--- src/rtl/max_pool_fill.sv ---
// Max-pool window fill sequencer.
// Emits one address and slot select per enabled cycle over a POOL x POOL window.
module max_pool_fill #(
  parameter int add_size  = 14,
  parameter int ROW_WIDTH = 28,
  parameter int POOL      = 2
) (
  input  logic                clk,
  input  logic                reset,
  input  logic                enable,
  input  logic [add_size-1:0] add_in,
  output logic [add_size-1:0] add_out,
  output logic [3:0]          sel,
  output logic                done
);

  typedef enum logic [1:0] {
    IDLE = 2'd0,
    FILL = 2'd1,
    DONE = 2'd2
  } state_t;

  state_t              state_q, state_d;
  logic [1:0]          r_q, r_d;
  logic [1:0]          c_q, c_d;
  logic [add_size-1:0] base_q, base_d;
  logic [add_size-1:0] add_q, add_d;
  logic [3:0]          sel_q, sel_d;
  logic                done_q, done_d;

  logic                last;
  logic [1:0]          nr, nc;
  logic [add_size-1:0] off;

  assign last = (32'(r_q) == POOL - 1) && (32'(c_q) == POOL - 1);

  // Next row/col position and its address offset from the window base.
  always_comb begin
    nr = r_q;
    nc = c_q;
    if (32'(c_q) == POOL - 1) begin
      nc = 2'd0;
      nr = r_q + 2'd1;
    end else begin
      nc = c_q + 2'd1;
    end
    off = add_size'(32'(nr) * 32'(ROW_WIDTH) + 32'(nc));
  end

  // Sequencer next-state and registered-output logic.
  always_comb begin
    state_d = state_q;
    r_d     = r_q;
    c_d     = c_q;
    base_d  = base_q;
    add_d   = add_q;
    sel_d   = sel_q;
    done_d  = done_q;
    unique case (state_q)
      IDLE: begin
        if (enable) begin
          base_d  = add_in;
          add_d   = add_in;
          sel_d   = 4'd0;
          r_d     = 2'd0;
          c_d     = 2'd0;
          done_d  = 1'b0;
          state_d = FILL;
        end
      end
      FILL: begin
        if (enable) begin
          if (last) begin
            done_d  = 1'b1;
            state_d = DONE;
          end else begin
            r_d   = nr;
            c_d   = nc;
            add_d = base_q + off;
            sel_d = 4'(32'(nr) * POOL + 32'(nc));
          end
        end
      end
      DONE: begin
        if (!enable) begin
          done_d  = 1'b0;
          state_d = IDLE;
        end
      end
      default: begin
        state_d = IDLE;
      end
    endcase
  end

  // State and output registers, cleared asynchronously.
  always_ff @(posedge clk or posedge reset) begin
    if (reset) begin
      state_q <= IDLE;
      r_q     <= '0;
      c_q     <= '0;
      base_q  <= '0;
      add_q   <= '0;
      sel_q   <= '0;
      done_q  <= 1'b0;
    end else begin
      state_q <= state_d;
      r_q     <= r_d;
      c_q     <= c_d;
      base_q  <= base_d;
      add_q   <= add_d;
      sel_q   <= sel_d;
      done_q  <= done_d;
    end
  end

  assign add_out = add_q;
  assign sel     = sel_q;
  assign done    = done_q;

endmodule

--- config.mk ---
export PLATFORM = sky130hd
export DESIGN_NAME = max_pool_fill
export DESIGN_NICKNAME = d
export VERILOG_FILES = /design/src/rtl/max_pool_fill.sv
export SDC_FILE = /design/constraint.sdc
export NUM_CORES = 1
export LEC_CHECK = 0
export ABC_AREA = 0
export ABC_CLOCK_PERIOD_IN_PS = 3700
export BUFFER_PORTS_ARGS = -buffer_cell sky130_fd_sc_hd__buf_2
export CAP_MARGIN = 25
export CORE_MARGIN = 2
export CORE_UTILIZATION = 40
export DETAILED_ROUTE_END_ITERATION = 7
export HOLD_SLACK_MARGIN = 0.02
export PLACE_DENSITY = 0.67
export SLEW_MARGIN = 20
export SYNTH_ARGS = -nofsm -noshare
export SYNTH_HDL_FRONTEND = slang
export SYNTH_SLANG_ARGS = --single-unit
--- constraint.sdc ---
create_clock -name clk -period 3.7 [get_ports clk]
set_input_delay 0.555 -clock clk [delete_from_list [all_inputs] [get_ports clk]]
set_output_delay 0.555 -clock clk [all_outputs]
set_load 0.05 [all_outputs]
[Word level (Yosys, flattened, before mapping)]
Cells that the tools add are included.
Storage, ports and cells
  output and inout port bits: 19
  bits in registers: 39
  input port bits: 17
Cells by class
  equality and inequality tests: 9
  multipliers: 1
  reductions and logical operators: 8
  mux-type cells: 27
  $add $sub $neg: 5
Operators with widths (number)
  14-bit two-way mux: 3
  14-bit one-hot mux with 2 select lines: 1
  2-bit two-way mux: 11
  14-bit by 8-bit adder with 14-bit output: 1
  4-bit two-way mux: 3
  2-bit != test, second input constant: 5
  7-bit by 2-bit adder with 8-bit output: 1
  2-bit one-hot mux with 2 select lines: 2
  4-bit one-hot mux with 2 select lines: 1
  4-bit AND reduction: 2
  2-bit by 1-bit equality test with 1-bit output, second input constant: 3
  2-bit one-hot mux with 3 select lines: 1
  2-bit by 3-bit multiplier with 5-bit output, second input constant: 1
  5-bit AND reduction: 1
  2-bit by 1-bit adder with 2-bit output, second input constant: 2
  3-bit by 2-bit adder with 4-bit output: 1
  1-bit two-way mux: 4
  1-bit one-hot mux with 3 select lines: 1
  3-bit nonzero test: 1
  2-bit equality test, second input constant: 1
  2-bit logical NOT: 1
  2-bit AND reduction: 1
  2-bit nonzero test: 1
  1-bit logical AND: 1

[Logic depth before layout (Yosys ltp)]
  depth after elaboration: 8
  depth in mapped cells: 14

[Least setup slack after synthesis]
OpenSTA, ideal clock, no wires.
  path type: reg2reg
  start point: register r_q[0]
  end point: register add_q[13], in the netlist add_out[13]
  arrival time: 2840 ps
  slack: 778 ps
  setup time: 82 ps
  stages on the path, launching flop included: 13
  path through: dfrtp_1 > ha_1 > nor2_1 > a21oi_1 > inv_1 > ha_1 > inv_1 > ha_1 > nand2_1 > a2111oi_4 > o21ai_2 > or4b_1 > a31oi_1
On the way
  longest elaborated chain between the ends: 8
RTL lines
  start, declared: line 24  | logic [1:0] r_q, r_d;
  start signal, assigned: line 108  | r_q <= r_d;
  2-bit by 1-bit adder with 2-bit output: line 43  | nr = r_q + 2'd1;
  2-bit two-way mux: line 41  | if (32'(c_q) == POOL - 1) begin
  2-bit by 3-bit multiplier with 5-bit output: line 47  | off = add_size'(32'(nr) * 32'(ROW_WIDTH) + 32'(nc));
  7-bit by 2-bit adder with 8-bit output: line 47
  14-bit by 8-bit adder with 14-bit output: line 79  | add_d = base_q + off;
  14-bit two-way mux: line 73  | if (last) begin
  14-bit two-way mux: line 72  | if (enable) begin
  14-bit one-hot mux with 2 select lines: line 59  | unique case (state_q)
  end signal, assigned: line 103  | add_q <= '0;
  end signal, assigned: line 111  | add_q <= add_d;
  end, declared: line 27  | logic [add_size-1:0] add_q, add_d;
Parallel ways exist; a longest one is shown, timed or not. The select of a mux whose other input is x is not followed.
A chain may end at the register's enable or synchronous reset.

[Worst setup path after layout]
  start point: register r_q[0]
  end point: register add_q[11], in the netlist add_out[11]
The elaborated chain is that of the path after synthesis.

==> reports/summary.log <==
qor: synthesis.synth-seq-area-share 42.0%
qor: critical_path.worstSetupPathType flop to flop
qor: grt.grt.overflow.total 0
qor: sta.finalHoldViolations 0
qor: finish.final_util 46.9%
qor: route.vias_per_cell 5.29
qor: placed_design.place_congestion 0.859
qor: grt.met1_layer_usage_reported_by_global_route 26.3%
qor: finish.fraction_of_final_layout_cells_with_drive_strength_greater_than_1 24.6%
qor: sta.setup_total_negative_slack 0 ns
qor: critical_path.crit_fanout 7
qor: hold_path.timing.hold.worst.class input port to async pin
qor: sta.maxSlewViolCount 0
qor: clocking.insertion_delay 0.29 ns
qor: floorplan.die_x 79.2 um
qor: grt.maximum_number_of_pins_on_one_net_before_global_route_repair 39
qor: clocking.clk_transition_reported_paths 0.07 ns
qor: sta.grt_setup_unrepaired false
qor: sta.worstMarginPinSlew 0.948 ns
qor: grt.grt_first_pass_wirelength 8550 um
qor: run_status.run_status complete, no violations
qor: finish.n_fill_cell 540
qor: grt.first_global_vias 1718
qor: critical_path.cp-start-kind flop
qor: placed_design.dpl-instance-area 2490 um^2
qor: floorplan.ioPinCount 36
qor: clocking.cts_buffers 5
qor: sta.fin_worst_skew 0.00676 ns
qor: route.post_drt_wl_per_cell 14.7 um
qor: finish.layout.area.seq 951 um^2
qor: sta.max-slew-margin-rel 36.7%
qor: route.postRouteAntennaNets 0
qor: sta.final-setup-viol-count 0
qor: sta.final_period_minus_worst_setup_slack 3.17 ns
qor: synthesis.synth_cell_types 53
qor: synthesis.postSynthAreaPerCell 10.0 um^2
qor: clocking.tritoncts yes
qor: finish.multi_input_area 1220 um^2
qor: synthesis.synth_seq_cells 38
qor: clocking.postCtsHoldBufs 0
qor: placed_design.detailed_place_hpwl 3440 um
qor: grt.busiest_layer met1
qor: critical_path.timing.critical_path.slowest_stage_cell sky130_fd_sc_hd__dfrtp_1
qor: clocking.cts_post_setup_buffers_inserted 0
qor: clocking.post_cts.resized_instances 0
qor: placed_design.io_buffers 35
qor: finish.antenna-diode-count 0
qor: sta.minimum_setup_slack_in_the_final_design 0.529 ns
qor: grt.use_met3 3.86%
qor: grt.gr-usage-all-layers 17.4%
qor: clocking.clock_path_buffers 2
qor: floorplan.initial_cell_density_of_the_core 41.4%
qor: critical_path.cpPeakStageDelay 0.49 ns
qor: floorplan.rows 27
qor: finish.finish.instance_area 2560 um^2
qor: route.drt_first_iter_violations 117
qor: sta.fmax 0.315 GHz
qor: synthesis.synth_area 2260 um^2
qor: route.totalWireLength 4880 um
qor: grt.number_of_antenna_violations_at_the_first_check_in_global_routing 0
qor: synthesis.synth-edff-count 0
qor: floorplan.floorplan.core_area 5470 um^2
qor: route.vias 1756
qor: flow_run.maxCapViolations 0
qor: route.drcViolationCount 0
qor: synthesis.synthCells 226
qor: synthesis.synth_fp_nets 255
qor: clocking.cts.root.buffer_cell sky130_fd_sc_hd__clkbuf_8
qor: critical_path.cp_data_arrival_time 3.38 ns
qor: critical_path.endpoint_kind flop
qor: sta.timing.final.crit_share 85.7%
qor: finish.nets 289
qor: synthesis.yosys_warnings 0
qor: synthesis.most_common_flop_cell_mapped_by_yosys sky130_fd_sc_hd__dfrtp_1
qor: floorplan.die_area 6280 um^2
qor: finish.syn2layout_area_growth 13.3%
qor: synthesis.synth_async_sr_flop_share 100%
qor: placed_design.dp_slack 0.544 ns
qor: critical_path.crit_path_frequent_cell sky130_fd_sc_hd__ha_1
qor: clocking.cts_max_level 2
qor: grt.grtUsageMet2 24.2%
qor: floorplan.die_height 79.2 um
qor: critical_path.cp.required 3.91 ns
qor: critical_path.cells_along_the_critical_path ha_1 -> nor2_1 -> a21oi_1 -> inv_1 -> ha_1 -> inv_1 -> ha_1 -> nand2_1 -> a2111oi_4 -> o21ai_2 -> or4b_1 -> a31oi_1
qor: route.detail_route.first_pass.iterations 4
qor: clocking.cts.sinks 38
Yosys cell counts (3+ instances only):
library cell / number / area share (%)
sky130_fd_sc_hd__a211oi_1: 4 / 1.3
sky130_fd_sc_hd__nor2_1: 15 / 2.5
sky130_fd_sc_hd__xor2_1: 6 / 2.3
sky130_fd_sc_hd__inv_1: 8 / 1.3
sky130_fd_sc_hd__nand2_1: 21 / 3.5
sky130_fd_sc_hd__clkbuf_1: 4 / 0.66
sky130_fd_sc_hd__nand3_1: 5 / 1.1
sky130_fd_sc_hd__or3_1: 3 / 0.83
sky130_fd_sc_hd__dfrtp_1: 38 / 42
sky130_fd_sc_hd__nor2b_1: 3 / 0.83
sky130_fd_sc_hd__o21ai_0: 11 / 2.4
sky130_fd_sc_hd__mux2_2: 12 / 6.0
sky130_fd_sc_hd__nand2b_1: 3 / 0.83
sky130_fd_sc_hd__a22oi_1: 4 / 1.3
sky130_fd_sc_hd__a21oi_1: 13 / 2.9
sky130_fd_sc_hd__a31oi_1: 6 / 1.7
sky130_fd_sc_hd__o21ai_1: 5 / 1.1
sky130_fd_sc_hd__xnor2_1: 7 / 2.7
sky130_fd_sc_hd__ha_1: 11 / 6.1
sky130_fd_sc_hd__mux2i_1: 3 / 1.3
per-layer routing:
layer  wire [um]  up-vias
met5           0        -
met1        2490      827
met3         192        6
met4          68        0
li1            -      888
met2        2130       35
final timing paths:
path                                    startpoint                      end  slack (ns)  cells after the start
worst max-delay path            r_q[0]$_DFFE_PP0P_  add_out[11]$_DFFE_PP0P_        0.53                     12
worst min-delay path                         reset   base_q[11]$_DFFE_PP0P_        0.38                      3
worst max register to register  r_q[0]$_DFFE_PP0P_  add_out[11]$_DFFE_PP0P_        0.53                     12
worst min register to register  sel[3]$_DFFE_PP0P_       sel[3]$_DFFE_PP0P_        0.46                      2
max in group asynchronous                    reset       r_q[0]$_DFFE_PP0P_        2.98                      3
min in group clk                sel[3]$_DFFE_PP0P_       sel[3]$_DFFE_PP0P_        0.46                      2
final cells by class:
cell class,instances,area share (%)
multi-input combinational,169,47.7
sequential,38,37.1
timing repair buffer,37,7.41
tap,72,3.51
clock buffer,7,2.98
inverter,9,1.32
state kept, by name (all words and copies together) (netlist names):
register  flops
base_q       14
state_q       2
sel           3
add_out      14
r_q           2
c_q           2
done          1
per-stage QoR:
| stage | cells | hold slack, ns |
|---|---|---|
| CTS | 332 | 0.387 |
| finish | 332 | 0.376 |
| global route | 332 | 0.428 |
| detailed placement | 325 | 0.452 |
| global placement | 325 | 0.453 |
| floorplan | 226 | 0.465 |
placed cells by master, fill, tap and decap left out, types with 4 or more instances in the layout:
master / n
sky130_fd_sc_hd__dfrtp_1: 38
sky130_fd_sc_hd__buf_2: 35
sky130_fd_sc_hd__nand2_1: 21
sky130_fd_sc_hd__nor2_1: 15
sky130_fd_sc_hd__a21oi_1: 13
sky130_fd_sc_hd__mux2_2: 12
sky130_fd_sc_hd__o21ai_0: 11
sky130_fd_sc_hd__ha_1: 11
sky130_fd_sc_hd__inv_1: 8
sky130_fd_sc_hd__xnor2_1: 7
sky130_fd_sc_hd__xor2_1: 6
sky130_fd_sc_hd__a31oi_1: 6
sky130_fd_sc_hd__nand3_1: 5
sky130_fd_sc_hd__o21ai_1: 5
sky130_fd_sc_hd__clkbuf_8: 5
sky130_fd_sc_hd__a211oi_1: 4
sky130_fd_sc_hd__a22oi_1: 4
logic make-up (layout without fill, tap and decap cells):
group	Yosys count	after routing	share of synthesized area, %
xor+xnor	14	14	5.75
buf+inv	19	53	3.92
flops	38	38	42.0
simple gates	67	67	15.4
mux	17	17	8.29
fa+ha+maj	13	13	7.41
compound gates	58	58	17.2
worst max-delay path, delay by kind of cell (launching register included):
kind | cells | cell delay [ns]
fa+ha+maj | 3 | 0.95
simple gates | 3 | 0.64
buf+inv | 2 | 0.16
flops | 1 | 0.49
compound gates | 4 | 0.86
Power is not shown: default switching activity piles up to over one toggle a cycle in this logic, so the estimate is an artifact.
